`config.mk`:
```
export PLATFORM = sky130hd
export DESIGN_NAME = tx_arq_controller
export DESIGN_NICKNAME = d
export VERILOG_FILES = /design/src/rtl/lasernet_pkg.sv /design/src/rtl/packet_checksum.sv /design/src/rtl/tx_arq_controller.sv
export SDC_FILE = /design/constraint.sdc
export NUM_CORES = 1
export LEC_CHECK = 0
export CELL_PAD_IN_SITES_DETAIL_PLACEMENT = 0
export CELL_PAD_IN_SITES_GLOBAL_PLACEMENT = 1
export CORE_MARGIN = 1
export CORE_UTILIZATION = 39
export CTS_CLUSTER_SIZE = 8
export DETAILED_ROUTE_END_ITERATION = 7
export PLACE_DENSITY_LB_ADDON = 0.08
export SLEW_MARGIN = 20
export SYNTH_ARGS = -nofsm -noshare
export SYNTH_HDL_FRONTEND = slang
export SYNTH_HIERARCHICAL = 1
export SYNTH_SLANG_ARGS = --single-unit
```
`constraint.sdc`:
```
create_clock -name clk -period 11.05 [get_ports clk]
set_input_delay 2.7625 -clock clk [delete_from_list [all_inputs] [get_ports clk]]
set_output_delay 2.7625 -clock clk [all_outputs]
set_load 0.01 [all_outputs]
```
`src/rtl/lasernet_pkg.sv`:
```
// Shared lasernet definitions: packet geometry, header flag constants and the
// transmit controller state encoding.
package lasernet_pkg;

    localparam int PKT_W   = 224;
    localparam int WORD_W  = 32;
    localparam int N_WORDS = 7;
    localparam int N_HALF  = 14;

    localparam int W_PORTS   = 0;
    localparam int W_SEQ     = 1;
    localparam int W_ACK     = 2;
    localparam int W_CTRL    = 3;
    localparam int W_CSUM    = 4;
    localparam int W_DATA_HI = 5;
    localparam int W_DATA_LO = 6;

    localparam logic [8:0] FLAG_FIN = 9'h001;
    localparam logic [8:0] FLAG_SYN = 9'h002;
    localparam logic [8:0] FLAG_PSH = 9'h008;
    localparam logic [8:0] FLAG_ACK = 9'h010;

    localparam logic [3:0] DATA_OFFSET = 4'd7;

    typedef enum logic [2:0] {
        ST_IDLE    = 3'd0,
        ST_BUILD   = 3'd1,
        ST_SEND    = 3'd2,
        ST_WAITACK = 3'd3,
        ST_ERROR   = 3'd4
    } arq_state_t;

endpackage

```
`src/rtl/packet_checksum.sv`:
```
// Combinational 16-bit folded sum over the 14 halfwords of a lasernet packet.
// Shared by transmit (inverted into the checksum field) and receive checking.
module packet_checksum
    import lasernet_pkg::*;
(
    input  logic [PKT_W-1:0] i_packet,
    output logic [15:0]      o_sum
);

    logic [15:0] w_half [N_HALF];
    logic [31:0] w_acc;

    genvar gi;
    generate
        for (gi = 0; gi < N_HALF; gi++) begin : g_half
            assign w_half[gi] = i_packet[PKT_W-1-16*gi -: 16];
        end
    endgenerate

    // Two folds always suffice: 14 halfwords cannot carry past bit 19.
    always_comb begin
        w_acc = 32'h0;
        for (int i = 0; i < N_HALF; i++) begin
            w_acc = w_acc + {16'h0, w_half[i]};
        end
        w_acc = {16'h0, w_acc[31:16]} + {16'h0, w_acc[15:0]};
        w_acc = {16'h0, w_acc[31:16]} + {16'h0, w_acc[15:0]};
    end

    assign o_sum = w_acc[15:0];

endmodule

```
`src/rtl/tx_arq_controller.sv`:
```
// Stop-and-wait transmit controller: builds one packet per payload, sends it,
// and retransmits on timeout until ACKed or the retry budget runs out.
module tx_arq_controller
    import lasernet_pkg::*;
#(
    parameter int          TIMEOUT     = 1_000_000,
    parameter int          MAX_RETRIES = 4,
    parameter logic [15:0] SRC_PORT    = 16'h0000,
    parameter logic [15:0] DST_PORT    = 16'h0000
) (
    input  logic             clk,
    input  logic             reset,
    input  logic [31:0]      ISN,
    input  logic             data_valid,
    input  logic [63:0]      data,
    output logic             data_ready,
    input  logic [31:0]      local_ack,
    input  logic             rx_valid,
    input  logic [31:0]      rx_ack,
    input  logic [8:0]       rx_flags,
    input  logic             tx_ready,
    output logic             tx_start,
    output logic [PKT_W-1:0] tx_packet,
    output logic             sent_ok,
    output logic             link_error,
    output logic [3:0]       retry_count
);

    localparam logic [31:0] TMO_LAST = 32'(TIMEOUT - 1);
    localparam logic [3:0]  MAX_R    = 4'(MAX_RETRIES);
    localparam int          CSUM_MSB = (N_WORDS - W_CSUM) * WORD_W - 1;

    arq_state_t       r_state;
    logic [63:0]      r_data;
    logic [31:0]      r_seq;
    logic [31:0]      r_timer;
    logic [3:0]       r_retry;
    logic             r_tx_start;
    logic [PKT_W-1:0] r_tx_packet;
    logic             r_sent_ok;
    logic             r_link_error;

    logic [31:0]      w_word [N_WORDS];
    logic [PKT_W-1:0] w_pkt_raw;
    logic [PKT_W-1:0] w_pkt_final;
    logic [15:0]      w_fold;
    logic             w_ack_ok;
    logic             w_timeout;

    // Header assembled with a zero checksum field; the sum is patched in after.
    assign w_word[W_PORTS]   = {SRC_PORT, DST_PORT};
    assign w_word[W_SEQ]     = r_seq;
    assign w_word[W_ACK]     = local_ack;
    assign w_word[W_CTRL]    = {DATA_OFFSET, 3'b000, FLAG_ACK | FLAG_PSH, 16'h0000};
    assign w_word[W_CSUM]    = 32'h0;
    assign w_word[W_DATA_HI] = r_data[63:32];
    assign w_word[W_DATA_LO] = r_data[31:0];

    genvar gi;
    generate
        for (gi = 0; gi < N_WORDS; gi++) begin : g_word
            assign w_pkt_raw[(N_WORDS-1-gi)*WORD_W +: WORD_W] = w_word[gi];
        end
    endgenerate

    packet_checksum u_csum (
        .i_packet (w_pkt_raw),
        .o_sum    (w_fold)
    );

    assign w_pkt_final = {w_pkt_raw[PKT_W-1:CSUM_MSB+1], ~w_fold,
                          w_pkt_raw[CSUM_MSB-16:0]};

    assign w_ack_ok  = rx_valid && ((rx_flags & FLAG_ACK) != 9'h0) &&
                       (rx_ack == r_seq + 32'd1);
    assign w_timeout = (r_timer == TMO_LAST);

    always_ff @(posedge clk) begin
        if (reset) begin
            r_state      <= ST_IDLE;
            r_data       <= 64'h0;
            r_seq        <= ISN + 32'd1;
            r_timer      <= 32'h0;
            r_retry      <= 4'h0;
            r_tx_start   <= 1'b0;
            r_tx_packet  <= '0;
            r_sent_ok    <= 1'b0;
            r_link_error <= 1'b0;
        end else begin
            r_tx_start <= 1'b0;
            r_sent_ok  <= 1'b0;
            case (r_state)
                ST_IDLE: begin
                    if (data_valid) begin
                        r_data  <= data;
                        r_state <= ST_BUILD;
                    end
                end
                ST_BUILD: begin
                    r_tx_packet <= w_pkt_final;
                    r_state     <= ST_SEND;
                end
                ST_SEND: begin
                    // Any ACK seen here is stale or early and is dropped.
                    if (tx_ready) begin
                        r_tx_start <= 1'b1;
                        r_timer    <= 32'h0;
                        r_state    <= ST_WAITACK;
                    end
                end
                ST_WAITACK: begin
                    r_timer <= r_timer + 32'd1;
                    if (w_ack_ok) begin
                        r_sent_ok <= 1'b1;
                        r_seq     <= r_seq + 32'd1;
                        r_retry   <= 4'h0;
                        r_state   <= ST_IDLE;
                    end else if (w_timeout) begin
                        if (r_retry < MAX_R) begin
                            r_retry <= r_retry + 4'd1;
                            r_state <= ST_SEND;
                        end else begin
                            r_link_error <= 1'b1;
                            r_state      <= ST_ERROR;
                        end
                    end
                end
                ST_ERROR: begin
                    r_link_error <= 1'b1;
                end
                default: begin
                    r_state <= ST_IDLE;
                end
            endcase
        end
    end

    assign data_ready  = (r_state == ST_IDLE) && !reset;
    assign tx_start    = r_tx_start;
    assign tx_packet   = r_tx_packet;
    assign sent_ok     = r_sent_ok;
    assign link_error  = r_link_error;
    assign retry_count = r_retry;

endmodule

```
==> flow_summary.yaml, run 1 <==
status:
  run_status: "finished clean"
sta:
  setup_viol_count_final: 0
  slew_violations: 0
  fin_worst_skew_ns: 0.0151
  timing.final.crit_period_ns: 10.55
  finalHoldViolCount: 0
  timing.final.crit_share_pct: 95.5
  postLayoutSetupSlackWorst_ns: 0.499
  timing.fmax_ghz: 0.0948
  tightest_slew_ns: 1.05
  rsz_0062_raised_after_global_routing: "false"
  worst_slew_slack_as_a_fraction_of_its_limit_pct: 29.7
placed_design:
  hpwlAfterDp_um: 48300
  gp_routability_congestion: 0.921
  port_buffers: 322
  preCtsSetupSlack_ns: -0.170
worst_setup_path:
  worst_setup_path_end_kind: "flop"
  cp.required_ns: 11.51
  crit_path_start: "local_ack[17]"
  r2r_start: "r_seq[2]$_DFFE_PP_"
  cpLargestDelayFamily: "adder cells"
  critPathMaxStageDelay_ns: 0.60
  critical_path_at_ns: 11.01
  crit_slowest_cell: "fa_1"
  crit_path_max_fanout: 2
  path_class: "in2reg"
  cpMostUsedCell: "fa_1"
  path_buf_inv: 5
  nature_of_the_critical_path_startpoint: "input port"
run:
  drv.max_cap_violation_count: 0
drt:
  initialDrtViolationCount: 886
  route.detailed.vias_per_inst: 4.87
  route.antenna.remaining_nets: 0
  detailedRoute.firstPassIterationCount: 5
  wl_per_cell_um: 17.6
  vias: 17000
  detail_route.drc_violations: 0
  drt-total-wl_um: 61400
die:
  die_h_um: 229
  floorplan.io_pins: 406
  floorplan.initialDensity_pct: 39.7
  core_area_um2: 50500
  std_cell_rows: 82
  die-width_um: 229
  die_area_um2: 52400
clocking:
  worstSkewPairLatency_ns: 0.56
  tritoncts: "built"
  post_cts_buffers: 0
  clk_path_buf_depth: 3
  clk_transition_reported_paths_ns: 0.05
  clock_sinks: 283
  clk_root_buffer_cell: "clkbuf_16"
  ctsHtreeMaxLevel: 2
  cts_made_buffers: 42
finish:
  final_layout_size_suffix_gt1_share_pct: 5.67
  layout_common_cells: "nand2_1 (479), clkdlybuf4s50_1 (320), inv_1 (281)"
  final_net_count: 3210
  layout_commonest_cell: "nand2_1"
  diodes: 0
  areaGrowthSynthToFinish_pct: 26.5
logic_synthesis:
  ys_async_sr_fraction_pct: 0
  synth_edf_count: 32
  synth.ff_latch_count: 283
  synth_top_cells_by_area: "dfxtp_1 (25%), fa_1 (18%), nand2_1 (9.0%)"
  synthesis.area_um2: 20100
  yosys.area.top_type_share_pct: 25.0
  synth-warning-count: 6
  synthCells: 2400
  synth_cell_types: 86
  yosysSeqAreaShare_pct: 29.8
  synth_ff_type: "dfxtp_1"
  synthesis.area_per_instance_um2: 8.36
  synth_area_leader_cell: "dfxtp_1"
global_route:
  overall_global_routing_usage_pct: 23.6
  first_global_vias: 17100
  globalRouteOverflowTotal: 0
  grt_start_max_net_pins: 126
  antenna_found_initial: 1
  first_pass_grt_wire_length_um: 96600
worst_hold_path:
  hp-start: "tx_packet[160]$_SDFFE_PP0N_"
  hold_path_class: "reg2reg"
## final timing paths
check / to / cells past startpoint / slack, ns
min reg2reg: tx_packet[160]$_SDFFE_PP0N_ / 2 / 0.45
min: tx_packet[160]$_SDFFE_PP0N_ / 2 / 0.45
max reg2reg: tx_packet[95]$_SDFFE_PP0N_ / 32 / 2.54
max: tx_packet[95]$_SDFFE_PP0N_ / 33 / 0.50
## routing by layer
layer	vias to the layer above	global-route usage [%]	wire length (um)
met3	85	3.21	2510
met2	376	42.1	31100
met5	-	0	13
met1	8212	29.7	26300
met4	2	6.38	1470
li1	8347	-	-
## metrics by stage
step / cells / cell area (um^2) / setup TNS (ns) / util (%) / hold slack (ns)
2_1_floorplan: 2571 / 20700 / 0 / - / 0.445
3_3_place_gp: 3437 / 24200 / -0.0860 / 48.0 / 0.442
3_5_place_dp: 3437 / 24200 / -0.170 / 48.0 / 0.445
4_1_cts: 3494 / 25400 / 0 / 50.3 / 0.452
5_1_grt: 3494 / 25400 / 0 / 50.3 / 0.463
6_report: 3494 / 25400 / 0 / 50.3 / 0.451
## synth_stat cells, types with 3 or more instances
library cell / count
a21oi_1: 259
a31oi_1: 7
o21a_1: 7
xnor2_1: 74
nand4_1: 28
nor3_1: 29
and3_1: 27
nand3_1: 51
buf_2: 12
nor3b_1: 9
nor2_1: 107
o211ai_1: 7
or3_1: 11
and4_1: 15
inv_1: 281
nor2b_1: 8
a21o_1: 8
nor4_1: 15
a211oi_1: 27
o21bai_1: 4
o21ai_0: 39
clkbuf_1: 98
mux2i_1: 15
dfxtp_1: 251
a21boi_0: 5
nand2b_1: 9
o22ai_1: 3
buf_4: 79
nor4b_1: 5
or2_1: 3
nand3b_1: 8
and2_1: 10
or2_2: 6
fa_1: 176
edfxtp_1: 32
mux2_2: 16
o221ai_1: 4
o21ai_1: 4
nand2_1: 479
ha_1: 51
xor2_1: 58
a211o_1: 3
## logic make-up (layout without fill, tap and decap cells)
logic type	Yosys count	after routing	synth area share [%]
simple gates	842	842	19.3
buf+inv	471	722	10.4
compound gates	406	406	11.7
flops	283	283	29.8
fa+ha+maj	227	227	20.7
xor+xnor	137	137	6.24
mux	32	32	1.72
other cells	2	173	0.0374
## area by class of cell
cell class,count,area [um^2]
fill,4896,25100
multi-input combinational,1817,12700
sequential,283,5990
timing repair buffer,384,3700
clock buffer,54,1140
inverter,281,1050
tap,672,841
clock inverter,3,18.8
## worst register-to-register path, delay by kind of cell, from the launching register on
kind,cells,cell delay (ns)
adders and majority gates,9,3.63
AOI/OAI and AO/OA,10,1.89
and+or+nand+nor,7,1.64
DFF,1,0.68
buffers and inverters,4,0.35
xor gates and xnor gates,2,0.24
## state kept, by name, indices dropped and copies added, names as in the netlist
signal and cells:
r_data 64, sent_ok 1, r_state 3, r_seq 32, retry_count 4, tx_start 1
link_error 1, tx_packet 145, r_timer 32
## what timing repair did
action / CTS / global route
resized for setup: 0 / 4
setup endpoints to repair: 0 / 1
hold buffers: 0 / 0
Power of run 1 is left out: the tool's default activity adds up to more than one toggle a clock period on the data nets, which glitch-free logic cannot reach.
==> inputs of run 2 (changes only) <==
Settings changed: PLACE_DENSITY_LB_ADDON 0.08 to 0.1.
==> run 2 against run 1 <==
Net effect: worst setup slack lost 0.0086 ns; register-to-register slack lost 0.02 ns; die area is the same; critical path type unchanged; critical endpoint unchanged.
==> flow_summary.yaml, run 2 (synthesis gave the netlist of run 1 again) <==
finish:
  final_net_count: 3213
  layout.area.seq_um2: 5990
  design_area_um2: 25400
  layout_common_cells: "nand2_1 (479), clkdlybuf4s50_1 (318), inv_1 (281)"
  final.fill_count: 4903
  areaGrowthSynthToFinish_pct: 26.4
  multi_input_area_um2: 12700
  diodes: 0
  layout_commonest_cell: "nand2_1"
  max_ffs_per_register: 145
  final_layout_size_suffix_gt1_share_pct: 5.74
status:
  run_status: "finished clean"
placed_design:
  hpwlAfterDp_um: 48600
  port_buffers: 322
  gp_routability_congestion: 0.916
  place_area_um2: 24200
  preCtsSetupSlack_ns: -0.388
clocking:
  worstSkewPairLatency_ns: 0.57
  clk_root_buffer_cell: "clkbuf_16"
  clk_path_buf_depth: 3
  cts_made_buffers: 41
  clk_transition_reported_paths_ns: 0.05
  clock_sinks: 283
  ctsHtreeMaxLevel: 2
  tritoncts: "built"
sta:
  slew_violations: 0
  worst_slew_slack_as_a_fraction_of_its_limit_pct: 31.0
  timing.fmax_ghz: 0.0947
  fin_worst_skew_ns: 0.0358
  fin_setup_tns_ns: 0
  timing.final.crit_period_ns: 10.56
  timing.final.crit_share_pct: 95.6
  finalHoldViolCount: 0
  tightest_slew_ns: 1.04
  postLayoutSetupSlackWorst_ns: 0.491
  setup_viol_count_final: 0
  rsz_0062_raised_after_global_routing: "false"
drt:
  initialDrtViolationCount: 1009
  detailedRoute.firstPassIterationCount: 5
  detail_route.drc_violations: 0
  route.detailed.vias_per_inst: 4.92
  vias: 17200
  drt-total-wl_um: 62100
  route.antenna.remaining_nets: 0
  wl_per_cell_um: 17.8
die:
  core_area_um2: 50500
  die_h_um: 229
  die_area_um2: 52400
  die-width_um: 229
  std_cell_rows: 82
  floorplan.io_pins: 406
  floorplan.initialDensity_pct: 39.7
worst_setup_path:
  cp.required_ns: 11.52
  r2r_start: "r_seq[19]$_DFFE_PP_"
  crit_path_max_fanout: 3
  timing.rr.end: "tx_packet[95]$_SDFFE_PP0N_"
  critical_path_at_ns: 11.03
  nature_of_the_critical_path_startpoint: "input port"
  cpMostUsedCell: "fa_1"
  worst_setup_path_end_kind: "flop"
  rrSetupSlack_ns: 2.52
  path_class: "in2reg"
  cpLargestDelayFamily: "adder cells"
  crit_slowest_cell: "or4b_1"
  crit_path_start: "local_ack[4]"
  critPathMaxStageDelay_ns: 0.58
  timing.reg2reg.worst_path_depth: 29
  path_buf_inv: 5
global_route:
  grt_start_max_net_pins: 124
  first_pass_grt_wire_length_um: 97800
  first_global_vias: 17200
  globalRouteOverflowTotal: 0
  overall_global_routing_usage_pct: 23.9
  antenna_found_initial: 1
worst_hold_path:
  hold_depth: 2
  hp-start: "tx_packet[10]$_SDFFE_PP0N_"
  hold_path_class: "reg2reg"
  hold-path-endpoint: "tx_packet[10]$_SDFFE_PP0N_"
run:
  drv.max_cap_violation_count: 0
run 2: changes by cell type in the layout (fill, tap and decap cells not counted), moves of 2 or more:
| cell | change |
|---|---|
| dlymetal6s2s_1 | +2 |
| fa_1 | -3 |
| buf_4 | +4 |
| fa_2 | +3 |
| clkdlybuf4s50_1 | -2 |
| clkbuf_8 | -2 |
run 2: routing by layer:
metal  GRT usage (%)  wire length [um]  vias to the layer above
met2            42.0             31300                      438
met3            3.09              2600                       77
met5               0                 0                        -
met4            7.15              1650                        0
met1            30.5             26600                     8280
li1                -                 -                     8379
run 2: area by class of cell:
class	instances	area share (%)
multi-input cells	1817	49.9
flip-flops and latches	283	23.6
repair buffers	388	14.7
clock buffers	50	4.26
inverters	281	4.16
well taps	672	3.31
clock inverters	2	0.0838
run 2: per-stage QoR:
stage	hold WS, ns	util, %	cells
6_report	0.449	50.3	3493
5_1_grt	0.464	50.3	3493
4_1_cts	0.453	50.2	3492
3_3_place_gp	0.442	48.0	3440
3_5_place_dp	0.446	48.0	3440
2_1_floorplan	0.445	-	2571
run 2: what timing repair did:
action	CTS	global route
buffers inserted	0	1
setup endpoints to repair	0	3
gates resized for setup	0	8
hold buffers	0	0
run 2: tightest hold or removal path: cells and delay by family (launching register included):
family          cells  cell delay (ns)
flops               1             0.30
simple gates        1             0.05
compound gates      1             0.05
run 2: worst max path at each step:
stage                                            end  slack (ns)  depth (start not counted)
after detailed placement  tx_packet[95]$_SDFFE_PP0N_       -0.39                         30
after global placement    tx_packet[95]$_SDFFE_PP0N_       -0.35                         32
final                     tx_packet[95]$_SDFFE_PP0N_        0.49                         32
after floorplan           tx_packet[95]$_SDFFE_PP0N_        0.88                         30
after CTS                 tx_packet[95]$_SDFFE_PP0N_        0.16                         32
after global routing      tx_packet[95]$_SDFFE_PP0N_        0.02                         33
Power of run 2 is left out for the same reason.
==> inputs of run 3 (changes only) <==
Settings changed: CORE_MARGIN 1 to 4, CTS_BUF_LIST from default to sky130_fd_sc_hd__clkbuf_8 sky130_fd_sc_hd__clkbuf_16.
==> run 3 against run 2 <==
Net effect: sequential share of layout area is essentially flat; core utilization shrank 0.082 points; die area grew 5.3%; via count shrank 0.30%.
==> flow_summary.yaml, run 3 (synthesis gave the netlist of run 1 again) <==
clocking:
  ctsHtreeMaxLevel: 2
  tritoncts: "built"
  cts_made_buffers: 42
  clk_path_buf_depth: 3
  cts_hold_buf: 0
  post_cts_buffers: 0
  worstSkewPairLatency_ns: 0.56
  clk_transition_reported_paths_ns: 0.05
  clk_root_buffer_cell: "clkbuf_16"
  post_cts.resized_instances: 0
  clock_sinks: 283
drt:
  vias: 17100
  wl_met2_um: 31300
  detailed_route_wire_length_on_metal_1_um: 25900
  detailedRoute.firstPassIterationCount: 5
  initialDrtViolationCount: 926
  highest_layer: "met5"
  route.antenna.remaining_nets: 0
  route.detailed.vias_per_inst: 4.91
  wl_per_cell_um: 18.1
  dr_wl_met3_um: 3170
  detail_route.drc_violations: 0
  drt-total-wl_um: 63000
worst_setup_path:
  cpMostUsedCell: "fa_1"
  crit_path_max_fanout: 2
  rrSetupSlack_ns: 2.63
  critical_path_at_ns: 10.96
  nature_of_the_critical_path_startpoint: "input port"
  path_class: "in2reg"
  worst_setup_path_end_kind: "flop"
  cp.required_ns: 11.51
  crit_slowest_cell: "fa_1"
  path_buf_inv: 5
  r2r_start: "r_seq[2]$_DFFE_PP_"
  timing.reg2reg.worst_path_depth: 32
  timing.rr.end: "tx_packet[95]$_SDFFE_PP0N_"
  critPathMaxStageDelay_ns: 0.66
  cpLargestDelayFamily: "adder cells"
placed_design:
  dp_cells: 3429
  gp_routability_congestion: 0.910
  hpwlAfterDp_um: 49600
  port_buffers: 322
global_route:
  overall_global_routing_usage_pct: 22.5
  antenna_found_initial: 1
  globalRouteOverflowTotal: 0
  grt_start_max_net_pins: 116
  first_global_vias: 17500
  first_pass_grt_wire_length_um: 99500
worst_hold_path:
  hold_path_class: "reg2reg"
  hold-path-endpoint: "tx_packet[28]$_SDFFE_PP0N_"
  hold_depth: 2
  hp-start: "tx_packet[28]$_SDFFE_PP0N_"
sta:
  worst_slew_slack_as_a_fraction_of_its_limit_pct: 32.5
  timing.final.crit_period_ns: 10.50
  rsz_0062_raised_after_global_routing: "false"
  tightest_slew_ns: 1.01
  fin_setup_tns_ns: 0
  setup_viol_count_final: 0
  slew_violations: 0
  finalHoldViolCount: 0
  fin_worst_skew_ns: 0.0244
  timing.fmax_ghz: 0.0953
  timing.final.crit_share_pct: 95.0
die:
  floorplan.initialDensity_pct: 39.7
  die_h_um: 235
  floorplan.io_pins: 406
  die-width_um: 235
  core_area_um2: 50500
  std_cell_rows: 82
  die_area_um2: 55100
finish:
  post_layout_nonfiller_instances: 3485
  layout.area.seq_um2: 5990
  multi_input_area_um2: 12600
  areaGrowthSynthToFinish_pct: 26.2
  max_ffs_per_register: 145
  layout_commonest_cell: "nand2_1"
  final.fill_count: 5020
  layout_common_cells: "nand2_1 (479), clkdlybuf4s50_1 (321), inv_1 (288)"
  post-route-util_pct: 50.2
  final_net_count: 3203
  final_layout_size_suffix_gt1_share_pct: 5.40
  diodes: 0
run:
  drv.max_cap_violation_count: 0
status:
  run_status: "finished clean"
## run 3: cell count changes in the layout (fill, tap and decap cells not counted), sizes merged
cell           previous run  this run
dlymetal6s2s              3         0
inv                     281       289
buf                      67        55
clkdlybuf4s50           318       321
clkbuf                   50        45
clkinv                    2         3
## run 3: metal layers
layer,global-route usage [%],vias to the layer above
li1,-,8346
met1,27.9,8197
met2,39.0,463
met3,4.07,115
met4,8.79,2
met5,0,-
## run 3: worst reg2reg max path, delay by kind of cell (launching register included)
family / cells / cell delay [ns]
adder cells (fa/ha/maj): 9 / 3.66
AO/OA/AOI/OAI: 10 / 1.84
AND/OR/NAND/NOR: 7 / 1.62
flip-flops: 1 / 0.68
buffers and inverters: 4 / 0.33
XOR/XNOR: 2 / 0.23
## run 3: final cells by class
class	count	area share (%)
Clock inverter	11	0.198
Tap cell	672	3.32
Inverter	281	4.16
Sequential cell	283	23.6
Clock buffer	44	4.30
Timing Repair Buffer	377	14.4
Multi-Input combinational cell	1817	49.9
## run 3: how the worst max path moves through the flow
stage	start	endpoint	cells past startpoint
after detailed placement	local_ack[3]	tx_packet[95]$_SDFFE_PP0N_	32
after global routing	local_ack[18]	tx_packet[95]$_SDFFE_PP0N_	33
after floorplan	local_ack[3]	tx_packet[95]$_SDFFE_PP0N_	30
final	local_ack[18]	tx_packet[95]$_SDFFE_PP0N_	33
after CTS	local_ack[3]	tx_packet[95]$_SDFFE_PP0N_	32
after global placement	local_ack[3]	tx_packet[95]$_SDFFE_PP0N_	32
## run 3: through the flow
step	setup WS (ns)	hold slack [ns]	instance area, um^2
2_1_floorplan	0.885	0.445	20700
3_3_place_gp	-0.0892	0.443	24200
3_5_place_dp	-0.0806	0.445	24200
4_1_cts	0.462	0.452	25300
5_1_grt	0.0867	0.465	25300
6_report	0.553	0.450	25300
Power of run 3 is left out for the same reason.
